--- src/rtl/cache_probe_tracer_pkg.sv ---
// ----------------------------------------------------------------------------
// cache_probe_pkg
// Shared definitions for the cache probe tracer:
//   - controller FSM state codes, matching the cache controller encoding
//   - tracer state enum (IDLE / RUN / POST / DONE)
//   - capture mode codes
//   - trace entry layout helper and event-counter slot indices
// No ports (package).
// ----------------------------------------------------------------------------
package cache_probe_pkg;

    // Cache controller FSM encoding. The tracer only cares about IDLE (reset
    // value of the previous-state register) and the hit / allocate states.
    typedef enum logic [3:0] {
        CS_IDLE     = 4'd0,
        CS_LOOKUP   = 4'd1,
        CS_RD_HIT   = 4'd2,
        CS_WR_HIT   = 4'd3,
        CS_RD_ALLOC = 4'd4,
        CS_WR_ALLOC = 4'd5,
        CS_EVICT    = 4'd6,
        CS_REFILL   = 4'd7
    } ctrl_state_e;

    typedef enum logic [1:0] {
        TR_IDLE = 2'd0,
        TR_RUN  = 2'd1,
        TR_POST = 2'd2,
        TR_DONE = 2'd3
    } tr_state_e;

    // Mode 3 is reserved and behaves exactly like WRAP.
    localparam logic [1:0] MODE_WRAP      = 2'd0;
    localparam logic [1:0] MODE_STOP_FULL = 2'd1;
    localparam logic [1:0] MODE_TRIGGER   = 2'd2;
    localparam logic [1:0] MODE_RSVD      = 2'd3;

    // Event counter slots.
    localparam int NUM_CNT   = 3;
    localparam int CNT_HIT   = 0;
    localparam int CNT_MISS  = 1;
    localparam int CNT_EVICT = 2;

    // Trace entry layout, MSB first: {ts, state, way_idx, hit, addr}.
    function automatic int entry_width(input int ts_w, input int state_w,
                                       input int way_w, input int addr_w);
        return ts_w + state_w + way_w + 1 + addr_w;
    endfunction

endpackage

--- src/rtl/cache_probe_tracer_trace_ram.sv ---
// ----------------------------------------------------------------------------
// trace_ram
// DEPTH x WIDTH simple dual-port memory: one synchronous write port, one
// registered read port. A read and a write to the same address in the same
// cycle return the previous contents (read-before-write).
// Ports:
//   clk            clock, rising edge
//   we/waddr/wdata write port
//   re/raddr       read request; rdata valid after the next edge
//   rdata          registered read data (holds when re=0)
// ----------------------------------------------------------------------------
module trace_ram #(
    parameter int DEPTH = 16,
    parameter int WIDTH = 8
) (
    input  logic                     clk,
    input  logic                     we,
    input  logic [$clog2(DEPTH)-1:0] waddr,
    input  logic [WIDTH-1:0]         wdata,
    input  logic                     re,
    input  logic [$clog2(DEPTH)-1:0] raddr,
    output logic [WIDTH-1:0]         rdata
);

    logic [WIDTH-1:0] mem [DEPTH];

    // No reset on the array or read register so the memory maps onto RAM
    // primitives; the top masks rdata until a read has actually completed.
    always_ff @(posedge clk) begin
        if (we) begin
            mem[waddr] <= wdata;
        end
        if (re) begin
            rdata <= mem[raddr];
        end
    end

endmodule

--- src/rtl/cache_probe_tracer.sv ---
// ----------------------------------------------------------------------------
// cache_probe_tracer
// Debug tracer beside the cache controller. Logs every controller FSM state
// change into a circular trace RAM (WRAP / STOP_FULL / TRIGGER modes) and
// keeps saturating hit / miss / evict counters plus sticky error flags.
// Ports:
//   clk, rst_n                clock, asynchronous active-low reset
//   enable, clear, mode       capture control; clear is synchronous
//   trig_addr, post_count     trigger address and post-trigger entry count
//   fsm_state, way_hit,
//   req_addr, evict           snooped controller signals
//   rd_en, rd_idx             trace read request (1-cycle latency)
//   rd_data, rd_valid         trace read result {ts, state, way_idx, hit, addr}
//   wr_ptr, entry_count       next write index, number of valid entries
//   tr_state                  tracer state (IDLE/RUN/POST/DONE)
//   triggered, multi_hit_err  sticky flags
//   hit_cnt, miss_cnt,
//   evict_cnt                 saturating event counters
// ----------------------------------------------------------------------------
module cache_probe_tracer
    import cache_probe_pkg::*;
#(
    parameter int NUM_WAYS = 4,
    parameter int ADDR_W   = 32,
    parameter int STATE_W  = 4,
    parameter int DEPTH    = 16,
    parameter int TS_W     = 16,
    parameter int CNT_W    = 32
) (
    input  logic                      clk,
    input  logic                      rst_n,
    input  logic                      enable,
    input  logic                      clear,
    input  logic [1:0]                mode,
    input  logic [ADDR_W-1:0]         trig_addr,
    input  logic [$clog2(DEPTH)-1:0]  post_count,
    input  logic [STATE_W-1:0]        fsm_state,
    input  logic [NUM_WAYS-1:0]       way_hit,
    input  logic [ADDR_W-1:0]         req_addr,
    input  logic                      evict,
    input  logic                      rd_en,
    input  logic [$clog2(DEPTH)-1:0]  rd_idx,
    output logic [entry_width(TS_W, STATE_W, $clog2(NUM_WAYS), ADDR_W)-1:0] rd_data,
    output logic                      rd_valid,
    output logic [$clog2(DEPTH)-1:0]  wr_ptr,
    output logic [$clog2(DEPTH):0]    entry_count,
    output logic [1:0]                tr_state,
    output logic                      triggered,
    output logic                      multi_hit_err,
    output logic [CNT_W-1:0]          hit_cnt,
    output logic [CNT_W-1:0]          miss_cnt,
    output logic [CNT_W-1:0]          evict_cnt
);

    localparam int IDX_W   = $clog2(DEPTH);
    localparam int WAY_W   = $clog2(NUM_WAYS);
    localparam int ENTRY_W = entry_width(TS_W, STATE_W, WAY_W, ADDR_W);

    localparam logic [IDX_W:0]     FULL_COUNT  = (IDX_W+1)'(DEPTH);
    localparam logic [STATE_W-1:0] S_IDLE      = STATE_W'(CS_IDLE);
    localparam logic [STATE_W-1:0] S_RD_HIT    = STATE_W'(CS_RD_HIT);
    localparam logic [STATE_W-1:0] S_WR_HIT    = STATE_W'(CS_WR_HIT);
    localparam logic [STATE_W-1:0] S_RD_ALLOC  = STATE_W'(CS_RD_ALLOC);
    localparam logic [STATE_W-1:0] S_WR_ALLOC  = STATE_W'(CS_WR_ALLOC);

    // ------------------------------------------------------------------
    // State
    // ------------------------------------------------------------------
    tr_state_e           tr_reg, tr_next;
    logic [1:0]          mode_reg, mode_next;
    logic [IDX_W-1:0]    remain_reg, remain_next;
    logic [IDX_W-1:0]    wr_ptr_reg;
    logic [IDX_W:0]      count_reg;
    logic [STATE_W-1:0]  prev_state_reg;
    logic [TS_W-1:0]     ts_reg;
    logic                triggered_reg;
    logic                multi_hit_reg;
    logic                rd_valid_reg;

    // ------------------------------------------------------------------
    // Event decode
    // ------------------------------------------------------------------
    logic               state_change;
    logic               capture;
    logic               trig_set;
    logic               multi_hit;
    logic [IDX_W:0]     count_inc;
    logic [WAY_W-1:0]   way_idx;
    logic [ENTRY_W-1:0] entry;
    logic [ENTRY_W-1:0] ram_q;

    assign state_change = (fsm_state != prev_state_reg);

    // clear wins over capture, so a clear cycle never writes the RAM.
    assign capture = state_change && enable && !clear &&
                     ((tr_reg == TR_RUN) || (tr_reg == TR_POST));

    // More than one bit set <=> clearing the lowest set bit leaves something.
    assign multi_hit = ((way_hit & (way_hit - NUM_WAYS'(1))) != '0);

    assign count_inc = (count_reg == FULL_COUNT) ? count_reg : count_reg + 1'b1;

    // Lowest set bit wins: scan high to low so the last match is the lowest.
    always_comb begin
        way_idx = '0;
        for (int i = NUM_WAYS - 1; i >= 0; i--) begin
            if (way_hit[i]) begin
                way_idx = WAY_W'(i);
            end
        end
    end

    assign entry = {ts_reg, fsm_state, way_idx, |way_hit, req_addr};

    // ------------------------------------------------------------------
    // Tracer FSM: next state
    // ------------------------------------------------------------------
    always_comb begin
        tr_next     = tr_reg;
        mode_next   = mode_reg;
        remain_next = remain_reg;
        trig_set    = 1'b0;
        if (clear) begin
            tr_next = TR_IDLE;
        end else begin
            case (tr_reg)
                TR_IDLE: begin
                    if (enable) begin
                        tr_next   = TR_RUN;
                        mode_next = mode;
                    end
                end
                TR_RUN: begin
                    if (!enable) begin
                        tr_next = TR_IDLE;
                    end else if (capture) begin
                        // WRAP and the reserved code just keep writing.
                        if (mode_reg == MODE_STOP_FULL) begin
                            if (count_inc == FULL_COUNT) begin
                                tr_next = TR_DONE;
                            end
                        end else if (mode_reg == MODE_TRIGGER && req_addr == trig_addr) begin
                            trig_set = 1'b1;
                            if (post_count == '0) begin
                                tr_next = TR_DONE;
                            end else begin
                                tr_next     = TR_POST;
                                remain_next = post_count;
                            end
                        end
                    end
                end
                TR_POST: begin
                    if (!enable) begin
                        tr_next = TR_IDLE;
                    end else if (capture) begin
                        remain_next = remain_reg - 1'b1;
                        if (remain_reg == IDX_W'(1)) begin
                            tr_next = TR_DONE;
                        end
                    end
                end
                TR_DONE: begin
                    tr_next = TR_DONE;
                end
                default: begin
                    tr_next = TR_IDLE;
                end
            endcase
        end
    end

    // ------------------------------------------------------------------
    // Registers
    // ------------------------------------------------------------------
    always_ff @(posedge clk or negedge rst_n) begin
        if (!rst_n) begin
            tr_reg         <= TR_IDLE;
            mode_reg       <= MODE_WRAP;
            remain_reg     <= '0;
            wr_ptr_reg     <= '0;
            count_reg      <= '0;
            prev_state_reg <= S_IDLE;
            ts_reg         <= '0;
            triggered_reg  <= 1'b0;
            multi_hit_reg  <= 1'b0;
            rd_valid_reg   <= 1'b0;
        end else begin
            tr_reg         <= tr_next;
            mode_reg       <= mode_next;
            remain_reg     <= remain_next;
            prev_state_reg <= fsm_state;
            ts_reg         <= ts_reg + 1'b1;
            rd_valid_reg   <= rd_en;
            if (clear) begin
                wr_ptr_reg    <= '0;
                count_reg     <= '0;
                triggered_reg <= 1'b0;
                multi_hit_reg <= 1'b0;
            end else begin
                if (capture) begin
                    // Natural power-of-two wrap of the pointer.
                    wr_ptr_reg <= wr_ptr_reg + 1'b1;
                    count_reg  <= count_inc;
                end
                if (trig_set) begin
                    triggered_reg <= 1'b1;
                end
                if (multi_hit) begin
                    multi_hit_reg <= 1'b1;
                end
            end
        end
    end

    // ------------------------------------------------------------------
    // Saturating event counters (run whenever enable=1, any tracer state)
    // ------------------------------------------------------------------
    logic [NUM_CNT-1:0]            cnt_event;
    logic [NUM_CNT-1:0][CNT_W-1:0] cnt_all;

    assign cnt_event[CNT_HIT]   = enable && state_change &&
                                  (fsm_state == S_RD_HIT || fsm_state == S_WR_HIT);
    assign cnt_event[CNT_MISS]  = enable && state_change &&
                                  (fsm_state == S_RD_ALLOC || fsm_state == S_WR_ALLOC);
    assign cnt_event[CNT_EVICT] = enable && evict;

    genvar gi;
    generate
        for (gi = 0; gi < NUM_CNT; gi++) begin : g_cnt
            logic [CNT_W-1:0] cnt_reg;
            always_ff @(posedge clk or negedge rst_n) begin
                if (!rst_n) begin
                    cnt_reg <= '0;
                end else if (clear) begin
                    cnt_reg <= '0;
                end else if (cnt_event[gi] && (cnt_reg != '1)) begin
                    cnt_reg <= cnt_reg + 1'b1;
                end
            end
            assign cnt_all[gi] = cnt_reg;
        end
    endgenerate

    // ------------------------------------------------------------------
    // Trace memory
    // ------------------------------------------------------------------
    trace_ram #(
        .DEPTH (DEPTH),
        .WIDTH (ENTRY_W)
    ) u_trace_ram (
        .clk   (clk),
        .we    (capture),
        .waddr (wr_ptr_reg),
        .wdata (entry),
        .re    (rd_en),
        .raddr (rd_idx),
        .rdata (ram_q)
    );

    // The RAM read register has no reset; masking with rd_valid keeps
    // rd_data at zero out of reset and between reads.
    assign rd_data       = rd_valid_reg ? ram_q : '0;
    assign rd_valid      = rd_valid_reg;
    assign wr_ptr        = wr_ptr_reg;
    assign entry_count   = count_reg;
    assign tr_state      = tr_reg;
    assign triggered     = triggered_reg;
    assign multi_hit_err = multi_hit_reg;
    assign hit_cnt       = cnt_all[CNT_HIT];
    assign miss_cnt      = cnt_all[CNT_MISS];
    assign evict_cnt     = cnt_all[CNT_EVICT];

endmodule

--- config.mk ---
export PLATFORM = sky130hd
export DESIGN_NAME = cache_probe_tracer
export DESIGN_NICKNAME = d
export VERILOG_FILES = /design/src/rtl/cache_probe_tracer_pkg.sv /design/src/rtl/cache_probe_tracer_trace_ram.sv /design/src/rtl/cache_probe_tracer.sv
export SDC_FILE = /design/constraint.sdc
export NUM_CORES = 1
export LEC_CHECK = 0
export CAP_MARGIN = 20
export CORE_AREA = 10 10 378 234
export CTS_BUF_LIST = sky130_fd_sc_hd__clkbuf_4 sky130_fd_sc_hd__clkbuf_8
export CTS_CLUSTER_DIAMETER = 80
export DETAILED_ROUTE_END_ITERATION = 10
export DIE_AREA = 0 0 388 244
export GPL_TIMING_DRIVEN = 0
export PLACE_DENSITY = 0.81
export SLEW_MARGIN = 20
export SYNTH_ARGS = -nofsm -noshare
export SYNTH_HDL_FRONTEND = slang
export SYNTH_SLANG_ARGS = --single-unit
--- constraint.sdc ---
create_clock -name clk -period 13.2 [get_ports clk]
set_input_delay 1.98 -clock clk [delete_from_list [all_inputs] [get_ports clk]]
set_output_delay 1.98 -clock clk [all_outputs]
set_load 0.01 [all_outputs]
After elaboration in Yosys (flattened, before gate mapping)
Memories as Yosys holds them, arrays and structs flattened. A register that Yosys moved wholly into a read port is not among the register bits.
Cells that the tools add are included.
- bits in registers: 136
- memory bits (writable): 880
- output and inout bits: 165
- memories: 1
- memory list (name ; depth ; width ; rd ports ; clocked after Yosys merged registers in ; write ports ; line ; RTL):
    u_trace_ram.mem ; 16 ; 55 ; 1 ; 1 ; 1 ; cache_probe_tracer_trace_ram.sv:25 ; logic [WIDTH-1:0] mem [DEPTH];
- add/sub/neg operators: 8
- eq/ne operators: 30
- mux-type cells: 48
- bitwise operators: 2
- reductions and logical operators: 28
- operator list (cell ; number):
    32-bit 2-to-1 mux ; 6
    32-bit by 1-bit adder with 32-bit output (second input constant) ; 3
    32-bit != test (second input constant) ; 3
    55-bit 2-to-1 mux ; 1
    4-bit 2-to-1 mux ; 9
    32-bit == test ; 1
    2-bit 2-to-1 mux ; 14
    16-bit by 1-bit adder with 16-bit output (second input constant) ; 1
    5-bit 2-to-1 mux ; 3
    2-bit nonzero test ; 7
    1-bit 2-to-1 mux ; 13
    2-bit != test (second input constant) ; 6
    5-bit == test (second input constant) ; 2
    1-bit logical AND ; 10
    9-bit AND reduction ; 1
    4-bit by 2-bit == test with 1-bit output (second input constant) ; 2
    4-bit by 3-bit == test with 1-bit output (second input constant) ; 2
    4-bit != test (second input constant) ; 2
    2-bit one-hot mux with 4 select lines ; 1
    4-bit one-hot mux with 2 select lines ; 1
    4-bit by 1-bit subtractor with 4-bit output (second input constant) ; 2
    2-bit == test (second input constant) ; 3
    6-bit AND reduction ; 1
    5-bit by 1-bit adder with 5-bit output (second input constant) ; 1
    18 further kinds ; 21

Depth between registers and ports, before layout
Gate-level depths: netlist (run 1).
- depth after elaboration: 10
- depth in mapped cells: 9
- mapped depth without buffers: 8

Cells and area by module
From an unflattened synthesis (run 1), not the netlist that was laid out.
- cells, all modules: 2295
- area, all modules: 42594.6 um^2
- by module, submodules not included (module ; instances ; cells an instance ; area each (um^2) ; sequential area each (um^2)):
    trace_ram ; 1 ; 1419 ; 34571.9 ; 28076.9
    cache_probe_tracer ; 1 ; 876 ; 8022.7 ; 3403.3

Worst setup path before layout (run 1)
Ideal clock, no wire load.
- kind: input-to-reg
- start: in enable
- end: mem u_trace_ram.mem[0][0] in the netlist's numbering (enable)
- arrival: 7.908 ns
- required time: 12.596 ns
- setup slack: 4.687 ns
- stages: 4
- path through: clkbuf_1 nor2b_1 nand3_1 nor4_1
- cells in the longest elaborated chain, start to end: 5
- RTL lines (element ; line ; RTL):
    start, declared ; cache_probe_tracer.sv:32 ; input logic enable,
    1-bit logical AND (3 in series) ; cache_probe_tracer.sv:95 ; assign capture = state_change && enable && !clear &&
    1-bit 2-to-1 mux ; cache_probe_tracer_trace_ram.sv:30 ; if (we) begin
    1-bit 2-to-1 mux (not written as such) ; cache_probe_tracer_trace_ram.sv:31 ; mem[waddr] <= wdata;
    end, declared ; cache_probe_tracer_trace_ram.sv:25 ;
No other way between the ends.

Worst setup path after layout (run 1)
- start: in fsm_state[2]
- end: mem u_trace_ram.mem[1][28] in the netlist's numbering (enable)
- cells in the longest elaborated chain, start to end: 6
- RTL lines (element ; line ; RTL):
    start, declared ; cache_probe_tracer.sv:37 ; input logic [STATE_W-1:0] fsm_state,
    4-bit != test ; cache_probe_tracer.sv:92 ; assign state_change = (fsm_state != prev_state_reg);
    1-bit logical AND (3 in series) ; cache_probe_tracer.sv:95 ;
    1-bit 2-to-1 mux ; cache_probe_tracer_trace_ram.sv:30 ;
    1-bit 2-to-1 mux (not written as such) ; cache_probe_tracer_trace_ram.sv:31 ;
No other way between the ends.

==> flow_metrics.tcl, run 1 <==
set metrics [dict create \
    p_leak_nw 16.4 \
    rsz0062_at_grt "no" \
    drive_gt1_share_pct 23.1 \
    design_power_total_mw 6.74 \
    r2r_setup_slack_ns 9.34 \
    finalNonFillerCells 3861 \
    routedWlPerCell_um 28.2 \
    hp-class "register to register" \
    synth_top_cell_by_area "edfxtp_1" \
    postSynthCellCount 2191 \
    antenna_found_initial 5 \
    fin_crit_sh_pct 43.9 \
    final-hold-violation-count 0 \
    r2r_cells 10 \
    avgViaCountPerCell 6.17 \
    clkPwrFrac_pct 38.2 \
    combinationalPowerShare_pct 6.4 \
    max-vdd-ir-drop_mv 0.105 \
    fin_util_pct 61.6 \
    postSynthAreaPerCell_um2 19.5 \
    grt_usage_pct 22.8 \
    finalMaxSlewViolations 0 \
    die_h_um 244 \
    synth-seq-cells 1071 \
    seq_power_share_pct 55.5 \
    arrival_ns 6.32 \
    endpoint_kind "register" \
    largest_registers "u_trace_ram.mem x880, u_trace_ram.rdata x55" \
    postCtsSetupBuffers 0 \
    root_buffer "clkbuf_8" \
    fmax_mhz 173 \
    fin_setup_tns_ns 0 \
    vias 23800 \
    slew_headroom_pct 24.5 \
    dr.pass1.iters 6 \
    grt.overflow.total 0 \
    p_int_mw 5.23 \
    largest_register_ffs 880 \
    die_area_um2 94700 \
    grt_pass1_wl_um 160000 \
    ys_async_sr_fraction_pct 12.7 \
    drtAntennaViolNets 0 \
    port_buffers 248 \
    whs_ns 0.505 \
    crit_path_start_kind "primary input" \
    fp.dieW_um 388 \
    switching_share_pct 22.4 \
    pin_count 253 \
    nNetsFinal 2768 \
    grt_max_degree 72 \
    crit_top_cell "buf_2" \
    numCtsBuffers 151 \
    critical_path.cell_chain "clkdlybuf4s50_1, xnor2_1, nand4_1, nand3_1, nor4_2, buf_4, buf_4, buf_2, buf_2, buf_2, buf_2" \
    crit_required_ns 13.72 \
    post-dp-hpwl_um 71900 \
    dp_cells 3602 \
    ctsHoldBuffers 0 \
    largest_register "u_trace_ram.mem" \
    clock_skew_ns 0.0424 \
    synth_edf_count 935 \
    htreeDepth 4 \
    max_stage_delay_ns 1.08 \
    clock-sinks 1071 \
    ctsResizeCount 0 \
    yosysUniqueCellTypes 62 \
    yosys-top-cells-area "edfxtp_1, mux4_2, dfrtp_1, xnor2_1, nor2_1" \
    area_delta_synth_final_pct 18.0 \
    cts_tree "done" \
    clk_path_buf_depth 3 \
    final_area_um2 50500 \
    core-area_um2 82000 \
    clock_latency_ns 0.85 \
    worst_pin_slew_ns 1.13 \
    cp_max_fo 22 \
    first_global_vias 24500 \
    drv_cap 0 \
    synth.net_count 2296 \
    fp-row-count 82 \
    place_area_um2 47500 \
    p_per_area_nw_per_um2 133 \
    fin_crit_ns 5.80 \
    synth_seq_area_share_pct 73.6 \
    place_congestion 0.887 \
    synth_top_area_share_pct 65.6 \
    path_class "primary input to register" \
    wirelength_um 109000 \
    yosys_warnings 0 \
    post-place-ws_ns 6.47 \
    first_iter_violations 3039 \
    cts.clk_slew.worst_paths_ns 0.07 \
    synthFlopType "edfxtp_1" \
    netlist_area_um2 42800 \
    crit_path_top_delay_cell "clkdlybuf4s50_1" \
    drc 0 \
    outcome "finished, final reports clean" \
    switchingPower_mw 1.51 \
    setup_slack_ns 7.40 \
    start_util_pct 52.2 \
    hold_depth 2 \
    setup_viol 0 \
]
## area by class of cell
cell class / instances / area [um^2]
antenna: 3 / 7.51
buffer: 97 / 390
clock buffer: 209 / 2580
clock inverter: 47 / 364
fill: 5473 / 31500
inverter: 29 / 109
multi-input combinational: 994 / 10900
sequential: 1071 / 31500
tap: 1092 / 1370
timing repair buffer: 319 / 3290
## Yosys cell counts (5+ instances only)
library cell	n
nor2_1	127
nor3_1	33
and3_1	23
o21ai_0	8
nor3b_1	7
mux2i_1	9
nor4_1	19
ha_1	17
xnor2_1	101
edfxtp_1	935
nor2b_1	11
buf_1	20
xor2_1	42
or4_1	5
nand3_1	55
nand2_1	51
clkbuf_1	74
inv_1	29
nor4b_1	6
and2_1	69
dfrtp_1	136
mux4_2	275
a211oi_1	9
and4_1	13
a21oi_1	12
nand4_1	47
nand2b_1	7
## power groups by stage
| stage | Combinational, mW | Sequential [mW] | Clock, mW |
|---|---|---|---|
| after floorplan | 0.215 | 3.81 | 0 |
| after global placement | 0.400 | 3.81 | 0 |
| after detailed placement | 0.425 | 3.81 | 0 |
| after CTS | 0.427 | 3.74 | 2.61 |
| after global routing | 0.457 | 3.74 | 2.76 |
| final | 0.428 | 3.74 | 2.57 |
## placed cells by master, fill, tap and decap left out, types with 23 or more instances in the layout
| cell | Yosys | final |
|---|---|---|
| nor2_1 | 127 | 122 |
| xor2_1 | 42 | 42 |
| nand2_1 | 51 | 51 |
| clkbuf_4 | 0 | 48 |
| and3_1 | 23 | 23 |
| nor3_1 | 33 | 32 |
| xnor2_1 | 101 | 101 |
| edfxtp_1 | 935 | 935 |
| and2_1 | 69 | 61 |
| clkbuf_8 | 0 | 161 |
| nand3_1 | 55 | 55 |
| inv_1 | 29 | 29 |
| nand4_1 | 47 | 47 |
| dfrtp_1 | 136 | 136 |
| buf_2 | 2 | 40 |
| clkdlybuf4s50_1 | 0 | 246 |
| mux4_2 | 275 | 275 |
| clkbuf_1 | 74 | 67 |
## final timing paths
| check | startpoint | to |
|---|---|---|
| max | fsm_state[2] | u_trace_ram.mem[1][28] |
| min | multi_hit_err | multi_hit_err |
| max reg2reg | tr_state[1] | u_trace_ram.mem[1][28] |
| min reg2reg | multi_hit_err | multi_hit_err |
| max in group asynchronous | rst_n | miss_cnt[21] |
| min in group asynchronous | rst_n | evict_cnt[8] |
## worst max-delay path, delay by kind of cell
family                 cells  cell delay, ns
buffers and inverters      7            2.58
XOR/XNOR                   1            0.21
AND/OR/NAND/NOR            3            1.49
## kinds of logic after synthesis
group,synth area share (%)
fa+ha+maj,0.497
xor+xnor,2.93
compound gates,0.828
buf+inv,1.12
simple gates,6.26
mux,14.8
flops,73.6
## metal layers
metal  vias to the layer above  global-route usage, %  part of all wire (%)
met3                       146                   7.17                    12
met1                     12300                   32.3                    40
met2                      1598                   34.4                    46
met5                         -                      0                0.0083
li1                       9772                      -                     -
met4                         2                   6.20                   1.8
Note: power is estimated with default switching activity, not from simulation.
==> run 2, diff against run 1 <==
==> constraint.sdc (replaced) <==
create_clock -name clk -period 5.9 [get_ports clk]
set_input_delay 0.885 -clock clk [delete_from_list [all_inputs] [get_ports clk]]
set_output_delay 0.885 -clock clk [all_outputs]
set_load 0.01 [all_outputs]
==> run 2 against run 1 <==
Against the previous run: design area is essentially flat; total power rose by 120%; clock power up 120%; largest power group unchanged; sequential power rose by 120%.
==> flow_metrics.tcl, run 2 (synthesis results as in run 1) <==
set metrics [dict create \
    drive_gt1_share_pct 23.1 \
    htreeDepth 4 \
    crit_family "buffers and inverters" \
    antenna_found_initial 5 \
    r2r_cells 10 \
    seq_power_share_pct 55.5 \
    largest_register "u_trace_ram.mem" \
    place_congestion 0.887 \
    largest_register_ffs 880 \
    cts.clk_slew.worst_paths_ns 0.07 \
    max-vdd-ir-drop_mv 0.237 \
    max_stage_delay_ns 1.07 \
    wirelength_um 109000 \
    fmax_mhz 212 \
    fill_cells 5472 \
    design_power_total_mw 15.1 \
    clock_skew_ns 0.0399 \
    setup_viol 0 \
    finalNonFillerCells 3862 \
    finalMaxSlewViolations 0 \
    area_delta_synth_final_pct 18.1 \
    clock_latency_ns 0.85 \
    cts_tree "done" \
    clock-sinks 1071 \
    switchingPower_mw 3.38 \
    crit_path_start_kind "primary input" \
    numCtsBuffers 151 \
    post-dp-hpwl_um 71900 \
    fin_crit_sh_pct 79.8 \
    layout.cells.most_common "edfxtp_1" \
    die_h_um 244 \
    hold_depth 2 \
    final-hold-violation-count 0 \
    grt_util_met3_pct 7.17 \
    final_area_um2 50500 \
    pin_count 253 \
    p_leak_nw 16.4 \
    top_usage_layer "met2" \
    clk_path_buf_depth 3 \
    post-place-ws_ns 0.266 \
    rsz0062_at_grt "no" \
    outcome "finished, final reports clean" \
    dp_cells 3602 \
    clkPwrFrac_pct 38.2 \
    crit_buf_inv 7 \
    crit_required_ns 6.42 \
    crit_path_top_delay_cell "clkdlybuf4s50_1" \
    fp-row-count 82 \
    avgViaCountPerCell 6.17 \
    combinationalPowerShare_pct 6.3 \
    drtAntennaViolNets 0 \
    hp-class "register to register" \
    grt_usage_pct 22.8 \
    start_util_pct 52.2 \
    first_global_vias 24500 \
    cp_max_fo 22 \
    core-area_um2 82000 \
    postCtsSetupBuffers 0 \
    root_buffer "clkbuf_8" \
    fp.dieW_um 388 \
    largest_registers "u_trace_ram.mem x880, u_trace_ram.rdata x55" \
    worstSetupPathDepth 11 \
    crit_top_cell "buf_2" \
    grt_max_degree 72 \
    arrival_ns 5.23 \
    grt_use_met2_pct 34.4 \
    vias 23800 \
    port_buffers 248 \
    dr.pass1.iters 5 \
    slew_headroom_pct 27.9 \
    worst_pin_slew_ns 1.08 \
    drv_cap 0 \
    place_area_um2 47500 \
    grt_pass1_wl_um 160000 \
    drc 0 \
    setup_slack_ns 1.19 \
    first_iter_violations 3098 \
    mostFrequentLayoutCells "edfxtp_1, mux4_2, clkdlybuf4s50_1, clkbuf_8, dfrtp_1" \
    nNetsFinal 2769 \
    switching_share_pct 22.4 \
    routedWlPerCell_um 28.1 \
    grt.overflow.total 0 \
    p_int_mw 11.7 \
    endpoint_kind "register" \
    fin_crit_ns 4.71 \
    die_area_um2 94700 \
    fin_util_pct 61.6 \
    gr-usage-met1_pct 32.3 \
    critical_path.cell_chain "clkdlybuf4s50_1, xnor2_1, nand4_1, nand3_1, nor4_2, buf_4, buf_4, buf_2, buf_2, buf_2, buf_2" \
    p_per_area_nw_per_um2 299 \
    path_class "primary input to register" \
]
-- run 2: cell types whose count changed in the layout (fill, tap and decap cells not counted), sizes merged --
cell / previous run / this run
dlygate4sd3: 0 / 1
-- run 2: tightest hold or removal path: stages, from the launching register on --
cell	delay [ns]
dfrtp_1	0.35
a21oi_1	0.05
nor2_1	0.07
-- run 2: power by group through the flow --
stage | combinational [mW] | clock (mW) | sequential (mW)
after floorplan | 0.481 | 0 | 8.52
after global placement | 0.895 | 0 | 8.53
after detailed placement | 0.951 | 0 | 8.52
after CTS | 0.957 | 5.85 | 8.36
after global routing | 1.02 | 6.17 | 8.36
final | 0.956 | 5.76 | 8.36
-- run 2: stage by stage --
stage           TNS, ns  hold WS, ns
2_1_floorplan   -333.87        0.485
3_3_place_gp   -3050.05        0.494
3_5_place_dp          0        0.495
4_1_cts               0        0.474
5_1_grt               0        0.524
6_report              0        0.506
-- run 2: final timing paths --
path / startpoint / to / slack [ns]
min reg2reg: multi_hit_err / multi_hit_err / 0.51
max reg2reg: tr_state[1] / u_trace_ram.mem[1][28] / 2.02
max in group asynchronous: rst_n / miss_cnt[21] / 4.53
min: multi_hit_err / multi_hit_err / 0.51
max: fsm_state[1] / u_trace_ram.mem[1][28] / 1.19
min in group asynchronous: rst_n / evict_cnt[8] / 0.62
-- run 2: cell type report --
cell class,count,area (um^2),area share (%)
antenna,3,7.51,0.0149
inverter,29,109,0.216
multi-input combinational,994,10900,21.6
tap,1092,1370,2.71
sequential,1071,31500,62.3
clock buffer,209,2580,5.10
timing repair buffer,320,3300,6.53
buffer,97,390,0.773
clock inverter,47,364,0.721
-- run 2: metal layers --
layer | wire (um) | share of wire, %
met5 | 9 | 0.0083
met4 | 1940 | 1.8
met3 | 13000 | 12
met2 | 50300 | 46
met1 | 43400 | 40
-- run 2: timing repair --
action,4_1_cts,5_1_grt
endpoints found under the hold margin,28,0
resized for setup,0,0
hold buffers,1,0
